==> config.mk <==
export PLATFORM = sky130hd
export DESIGN_NAME = fft_out_reorder
export DESIGN_NICKNAME = d
export VERILOG_FILES = /design/src/rtl/fft_out_reorder.sv
export SDC_FILE = /design/constraint.sdc
export NUM_CORES = 2
export LEC_CHECK = 0
export CORE_ASPECT_RATIO = 0.75
export CORE_MARGIN = 2
export CORE_UTILIZATION = 56
export CTS_CLUSTER_SIZE = 10
export DETAILED_ROUTE_END_ITERATION = 8
export GPL_TIMING_DRIVEN = 1
export PLACE_DENSITY = 0.72
export SLEW_MARGIN = 20
export SYNTH_ARGS = -nofsm -noshare
export SYNTH_HDL_FRONTEND = slang
export SYNTH_SLANG_ARGS = --single-unit
==> constraint.sdc <==
create_clock -name CLK -period 12.4 [get_ports CLK]
set_input_delay 3.1 -clock CLK [delete_from_list [all_inputs] [get_ports CLK]]
set_output_delay 3.1 -clock CLK [all_outputs]
set_load 0.02 [all_outputs]
==> src/rtl/fft_out_reorder.sv <==
// rtl/fft_out_reorder.sv - FFT32 output reorder, bit-reversed to natural order via ping-pong banks; optional FFT_REORDER_BYPASS_EN
module fft_out_reorder #(
    parameter int NB  = 16,
    parameter int NPT = 32
) (
    input  logic          CLK,
    input  logic          RST,
    input  logic          in_valid_i,
    input  logic          in_start_i,
`ifdef FFT_REORDER_BYPASS_EN
    input  logic          bypass_i,
`endif
    input  logic [NB-1:0] DR,
    input  logic [NB-1:0] DI,
    output logic          out_valid_o,
    output logic          out_start_o,
    output logic [NB-1:0] OR,
    output logic [NB-1:0] OI
);

    localparam int AW = 5;
    localparam logic [AW-1:0] LAST = AW'(NPT - 1);

    typedef enum logic {
        W_IDLE = 1'b0,
        W_FILL = 1'b1
    } w_state_t;

    typedef enum logic {
        R_IDLE = 1'b0,
        R_READ = 1'b1
    } r_state_t;

    function automatic logic [AW-1:0] bitrev5(input logic [AW-1:0] a);
        return {a[0], a[1], a[2], a[3], a[4]};
    endfunction

    // Two banks of NPT {DR,DI} words; bank select is the address MSB.
    logic [2*NB-1:0] mem [0:2*NPT-1];

    w_state_t        w_state;
    w_state_t        w_state_nx;
    logic            w_bank;
    logic [AW-1:0]   w_ptr;
    logic            wr_en;
    logic [AW-1:0]   wr_addr;
    logic            frame_done;

    r_state_t        r_state;
    r_state_t        r_state_nx;
    logic            r_bank;
    logic            r_bank_nx;
    logic [AW-1:0]   r_cnt;
    logic [AW-1:0]   r_cnt_nx;
    logic [1:0]      full;
    logic [1:0]      full_nx;
    logic            avail_cur;
    logic            avail_oth;

    logic            load;
    logic            load_start;
    logic            load_bank;
    logic [AW-1:0]   load_bin;
    logic            rd_byp;
    logic [AW-1:0]   rd_addr;
    logic [2*NB-1:0] rd_word;

    // Write FSM next state: a start sample always (re)opens the current bank at address 0.
    always_comb begin
        w_state_nx = w_state;
        wr_en      = 1'b0;
        wr_addr    = w_ptr;
        frame_done = 1'b0;
        case (w_state)
            W_IDLE: begin
                if (in_valid_i && in_start_i) begin
                    wr_en      = 1'b1;
                    wr_addr    = '0;
                    w_state_nx = W_FILL;
                end
            end
            W_FILL: begin
                if (in_valid_i) begin
                    wr_en = 1'b1;
                    if (in_start_i) begin
                        wr_addr = '0;
                    end else if (w_ptr == LAST) begin
                        frame_done = 1'b1;
                        w_state_nx = W_IDLE;
                    end
                end
            end
            default: w_state_nx = W_IDLE;
        endcase
    end

    // Write FSM state register.
    always_ff @(posedge CLK) begin
        if (RST) begin
            w_state <= W_IDLE;
        end else begin
            w_state <= w_state_nx;
        end
    end

    // Write pointer and bank; the bank flips once a full frame has landed.
    always_ff @(posedge CLK) begin
        if (RST) begin
            w_ptr  <= '0;
            w_bank <= 1'b0;
        end else if (frame_done) begin
            w_ptr  <= '0;
            w_bank <= ~w_bank;
        end else if (wr_en) begin
            w_ptr <= wr_addr + AW'(1);
        end
    end

    // Sample storage; contents survive reset since every frame rewrites all entries.
    always_ff @(posedge CLK) begin
        if (wr_en) begin
            mem[{w_bank, wr_addr}] <= {DR, DI};
        end
    end

`ifdef FFT_REORDER_BYPASS_EN
    logic [1:0] byp_q;

    // Per-bank bypass mode, captured with each frame's start sample.
    always_ff @(posedge CLK) begin
        if (RST) begin
            byp_q <= 2'b00;
        end else if (wr_en && in_start_i) begin
            byp_q[w_bank] <= bypass_i;
        end
    end

    assign rd_byp = byp_q[load_bank];
`else
    assign rd_byp = 1'b0;
`endif

    // Read FSM next state: a bank counts as available on the same cycle its last sample is written.
    always_comb begin
        r_state_nx = r_state;
        r_cnt_nx   = r_cnt;
        r_bank_nx  = r_bank;
        full_nx    = full;
        load       = 1'b0;
        load_start = 1'b0;
        load_bank  = r_bank;
        load_bin   = r_cnt + AW'(1);
        avail_cur  = full[r_bank]  | (frame_done & (w_bank == r_bank));
        avail_oth  = full[~r_bank] | (frame_done & (w_bank != r_bank));
        if (frame_done) begin
            full_nx[w_bank] = 1'b1;
        end
        case (r_state)
            R_IDLE: begin
                if (avail_cur) begin
                    load       = 1'b1;
                    load_start = 1'b1;
                    load_bin   = '0;
                    r_cnt_nx   = '0;
                    r_state_nx = R_READ;
                end
            end
            R_READ: begin
                if (r_cnt != LAST) begin
                    load     = 1'b1;
                    r_cnt_nx = r_cnt + AW'(1);
                end else begin
                    full_nx[r_bank] = 1'b0;
                    r_bank_nx       = ~r_bank;
                    if (avail_oth) begin
                        load       = 1'b1;
                        load_start = 1'b1;
                        load_bank  = ~r_bank;
                        load_bin   = '0;
                        r_cnt_nx   = '0;
                    end else begin
                        r_state_nx = R_IDLE;
                    end
                end
            end
            default: r_state_nx = R_IDLE;
        endcase
    end

    // Read FSM state, bin counter, bank select and full flags.
    always_ff @(posedge CLK) begin
        if (RST) begin
            r_state <= R_IDLE;
            r_cnt   <= '0;
            r_bank  <= 1'b0;
            full    <= 2'b00;
        end else begin
            r_state <= r_state_nx;
            r_cnt   <= r_cnt_nx;
            r_bank  <= r_bank_nx;
            full    <= full_nx;
        end
    end

    assign rd_addr = rd_byp ? load_bin : bitrev5(load_bin);
    assign rd_word = mem[{load_bank, rd_addr}];

    // Registered outputs; data holds its last value between frames.
    always_ff @(posedge CLK) begin
        if (RST) begin
            out_valid_o <= 1'b0;
            out_start_o <= 1'b0;
            OR          <= '0;
            OI          <= '0;
        end else begin
            out_valid_o <= load;
            out_start_o <= load_start;
            if (load) begin
                OR <= rd_word[2*NB-1:NB];
                OI <= rd_word[NB-1:0];
            end
        end
    end

endmodule

======== After elaboration in Yosys (flattened, before gate mapping) ========
Memory sizes are Yosys's and may differ from the RTL's. A register that Yosys moved wholly into a read port is not among the register bits.
Cells that the tools add are included.
word-level totals
  input port bits ......................... 36
  memories kept ........................... 1
  memory bits (writable) .................. 2048
  register bits ........................... 17
  word-level logic and storage cells ...... 85
cells by class
  equality and inequality tests ........... 6
  order comparisons ....................... 5
  reductions and logical operators ........ 6
  multiplexer cells ....................... 45
  bitwise gates (word level) .............. 12
  add/subtract/negate cells ............... 2
memories
  name  words  width  rd ports  clocked after Yosys merged registers in  wr ports  RTL line  RTL
  mem   64     32     1         1                                        1         39        logic [2*NB-1:0] mem [0:2*NPT-1];
operators with widths
  cell                                                                   count
  5-bit two-way mux                                                      9
  5-bit one-hot mux with 2 select lines                                  3
  1-bit two-way mux                                                      24
  5-bit by 1-bit adder with 5-bit output (second input constant)         2
  1-bit one-hot mux with 2 select lines                                  4
  1-bit by 2-bit < comparator with 1-bit output (second input constant)  3
  2-bit two-way mux                                                      3
  5-bit == test (second input constant)                                  1
  5-bit != test (second input constant)                                  1
  1-bit NOT                                                              5
  2-bit AND reduction                                                    2
  1-bit logical AND                                                      3
  3-bit by 1-bit != test with 1-bit output (second input constant)       1
  1-bit bitwise AND                                                      2
  2-bit bitwise AND                                                      1
  1-bit demux with 1-bit select                                          2
  1-bit greater-or-equal comparator (second input constant)              2
  2-bit != test (second input constant)                                  1
  2-bit NOT                                                              1
  1-bit bitwise OR                                                       2
  2-bit bitwise OR                                                       1
  2-bit OR reduction                                                     1
  1-bit == test                                                          1
  1-bit != test                                                          1

======== Longest topological paths before layout ========
  word-level depth ........................ 10
  depth in mapped cells ................... 15

======== Least setup slack after synthesis ========
OpenSTA, ideal clock, no wires.
  path type ............................... input to register
  start ................................... input in_start_i
  end ..................................... memory mem[47][0] (netlist name), enable pin
  setup slack ............................. 5.659 ns
  data arrival time ....................... 6.280 ns
  stages .................................. 6
  library setup time ...................... 0.461 ns
  path through ............................ clkbuf_1 nand2_1 nand2_1 or3_1 clkbuf_1 nor3_1
between the ends
  longest elaborated chain between the ends .. 5
  elaborated cells on any way between the ends .. 9
  those cells by class .................... mux (8); reduce/logical (1)
RTL lines
  item                                     RTL line  RTL
  start, declared                          9         input logic in_start_i,
  1-bit logical AND                        76        if (in_valid_i && in_start_i) begin
  1-bit two-way mux                        76
  1-bit one-hot mux with 2 select lines    74        case (w_state)
  1-bit two-way mux                        121       if (wr_en) begin
  1-bit two-way mux (not written as such)  122       mem[{w_bank, wr_addr}] <= {DR, DI};
  end, declared                            39
Parallel ways exist; a longest one is shown, timed or not.

======== Worst setup path in the final report ========
  start ................................... input in_start_i
  end ..................................... register OI[15], read port of mem
between the ends
  longest elaborated chain between the ends .. 8
  elaborated cells on any way between the ends .. 18
  those cells by class .................... mux (14); bitwise (4)
RTL lines
  item                                                           RTL line  RTL
  1-bit two-way mux (*)                                          85        if (in_start_i) begin
  1-bit two-way mux (*)                                          83        if (in_valid_i) begin
  1-bit two-way mux (*)                                          74
  1-bit bitwise AND                                              154       avail_oth = full[~r_bank] | (frame_done & (w_bank != r_bank));
  1-bit bitwise OR                                               154
  5-bit two-way mux / 1-bit two-way mux (equally long branches)  175       if (avail_oth) begin
  5-bit two-way mux / 1-bit two-way mux (equally long branches)  169       if (r_cnt != LAST) begin
  5-bit one-hot mux with 2 select lines (tied with other cells)  158       case (r_state)
  end, declared                                                  18        output logic [NB-1:0] OI
Every way passes the cells marked *; elsewhere a longest branch is shown, timed or not.
A chain may end at the register's enable or synchronous reset.

==> out/results.txt <==
outcome - finished, final reports clean
Seq. cell area - 0.0625 mm2
worst-skew pair later-pin latency - 0.86 ns
Routed WL - 234000 um
area grow syn2layout - 11.6%
CP Max Fanout - 136
Fillers - 10600
critical path's largest stage delay - 0.64 ns
initial antenna violation count - 13
Layout Nets - 6065
TritonRoute pass-1 iters - 6
synth top area cells - edfxtp_1 74%, nand2_1 6.2%, nand3_1 2.6%, mux2i_1 2.5%, a21oi_1 1.4%
R2R Setup Slk - 6.71 ns
initial core utilization - 0.564
first-pass GRT wire length - 340000 um
worst ir drop on vdd - 128 uV
Commonest cells post-synth - 2048 x edfxtp_1, 1381 x nand2_1, 425 x nand3_1
Final Setup Violations - 0
RSZ-0062 raised after global routing - false
Routability Congestion - 0.846
Worst setup startpoint - in_start_i
DRT iter0 DRCs - 7926
reg2reg start - r_cnt[0]
fin crit share - 0.565
fmax - 0.143 GHz
switching share of power - 0.196
cts repair resizes - 0
Worst R2R End - OI[15]
Reg power frac - 0.558
Final Cell Area - 0.0928 mm2
die area - 0.152 mm2
fin cells - 8149
CTS Buf Count - 228
post-DP HPWL - 115000 um
Synth area leader - edfxtp_1
maxcap violations - 0
Clock Pin Slew Worst Setup and Hold Paths - 0.06 ns
H-tree levels - 4
CTS tree - yes
row cnt - 122
multi-input logic area - 0.0194 mm2
Hold Vio Cnt, Final - 0
crit path cell chain - clkdlybuf4s50_1, nand4b_4, nor2_4, a211oi_4, buf_12, buf_12, or2_2, buf_4, a21oi_1, o22ai_1, o311ai_1, buf_4, o211ai_1
final worst path period need - 7.01 ns
slew of the pin with the lowest slew margin - 1.19 ns
largest net degree at the start of global routing - 172
clk buf depth - 3
library cells used by synthesis - 61
area share of the largest cell type after synthesis - 0.739
Post-Syn Instances - 5997
Ports - 70
Post-DP Area - 0.0864 mm2
Die Ht - 338 um
gr ovfl total - 0
synth warn - 0
internal power - 11.2 mW
hold crit path type - flip-flop to flip-flop
Worst R2R Path Depth - 15
crit end category - flip-flop
Post-synth EDFFs - 2048
Pleak - 31.0 nW
CP Capture Point - OI[15]
Slew Limit Fails - 0
Worst EP arrival - 7.78 ns
Clk pwr share - 0.431
clk sinks - 2097
combinational share of power - 0.011
Synth Net Count - 6036
Via density - 6.48
critical path's slowest cell - buf_12
synthesized area - 0.0832 mm2
Clock Root Buffer - clkbuf_16
total power - 14.0 mW
relative slew slack - 0.197
CP required - 13.17 ns
P per Cell Area - 150 mW/mm2
sequential area share after synthesis - 0.751
Main synth FF type - edfxtp_1
CP startpoint kind - input port
layout cells sized above 1 - 0.0948
synthesized flop and latch total - 2097
DR WL/cell - 28.7 um
number of routed nets with antenna violations - 0
postcts setup bufs - 0
Fin Clk Skew - 0.0304 ns
Syn Area/Cell - 13.9 um2
DP Cell Count - 7780
area of the core - 0.147 mm2
Final Hold Slack - 0.510 ns
Residual DRC - 0
die width - 449 um
Sw Pwr - 2.74 mW
most frequent cell after synthesis - edfxtp_1
CTS Hold Bufs - 0
Vias - 52800
async set or reset register ratio after synthesis - 0
critical setup path kind - input port to flip-flop
vias in the first global route - 50200
setup TNS - 0 ns
IO buf count - 69
GRT Total Usage - 0.308
per-stage QoR:
stage               setup slack, ns  utilization
floorplan                      5.66            -
global placement               4.65        0.585
detailed placement             4.71        0.586
CTS                            5.59        0.629
global route                   5.22        0.630
finish                         5.39        0.630
layout make-up:
cell class | count | share of cell area
inverters | 63 | 0.00255
repair buffers | 214 | 0.0196
well taps | 1984 | 0.0267
flip-flops and latches | 2097 | 0.673
multi-input cells | 3422 | 0.209
clock buffers | 357 | 0.0677
diodes | 2 | 0.0000539
clock inverters | 10 | 0.00139
flip-flops by register name, indices dropped and copies added, names as in the netlist:
signal and count:
mem 2048, OI 16, OR 16, r_cnt 5, w_ptr 5, full 2
out_start_o 1, out_valid_o 1, r_bank 1, w_bank 1, w_state 1
cells by family (layout without fill, tap and decap cells):
family	after synthesis	after routing	share of synthesized area
xor gates and xnor gates	8	8	0.00107
AOI/OAI and AO/OA	1039	1039	0.0828
other	0	2	0
and+or+nand+nor	2095	2095	0.106
muxes	277	277	0.0346
DFF	2097	2097	0.751
adders and majority gates	3	3	0.000451
buffers and inverters	478	644	0.0237
power by group through the flow:
stage,logic (mW),clock network (mW),registers (mW)
global placement,0.139,0,7.94
finish,0.149,6.02,7.79
CTS,0.145,6.06,7.79
floorplan,0.0186,0,7.93
global route,0.160,6.34,7.79
detailed placement,0.145,0,7.94
worst max-delay path, delay by kind of cell:
| family | cells | cell delay, ns |
|---|---|---|
| AO/OA/AOI/OAI | 5 | 1.29 |
| buffers and inverters | 5 | 2.60 |
| AND/OR/NAND/NOR | 3 | 0.59 |
layout by cell type, fill, tap and decap left out, types with 5 or more instances in the layout:
cell and count:
o21ai_0 191, a31oi_1 96, inv_1 63, o311ai_1 21, inv_6 5, buf_2 16, buf_4 148, a211oi_1 99
a21oi_1 231, and2_1 5, nor2_1 26, and3_1 63, a32o_1 30, a311oi_1 69, dfxtp_1 49, buf_12 13
o311a_1 30, mux2i_1 206, nor2b_1 38, o22ai_1 63, o21a_1 61, clkbuf_16 232, edfxtp_1 2048, a211o_1 31
nor3_1 65, o311ai_2 6, mux2_2 69, o211ai_1 90, clkdlybuf4s50_1 37, nand2_1 1379, nor2_4 65, nand3_1 424
clkbuf_1 124
worst min path at each step:
stage | start | end | slack (ns) | cells after the start
floorplan | r_cnt[4] | r_cnt[4] | 0.46 | 2
global placement | r_cnt[3] | r_cnt[3] | 0.51 | 2
detailed placement | OR[2] | OR[2] | 0.51 | 2
CTS | OI[13] | OI[13] | 0.53 | 2
global route | OI[11] | OI[11] | 0.54 | 2
finish | OI[11] | OI[11] | 0.51 | 2
metal layers:
metal,vias to the layer above,track usage,wire length (um)
met3,492,0.0723,32800
met1,26100,0.453,91200
met5,-,0,21
met4,4,0.107,7650
met2,3694,0.455,103000
li1,22500,-,-
Power figures use the tool's default switching activity.
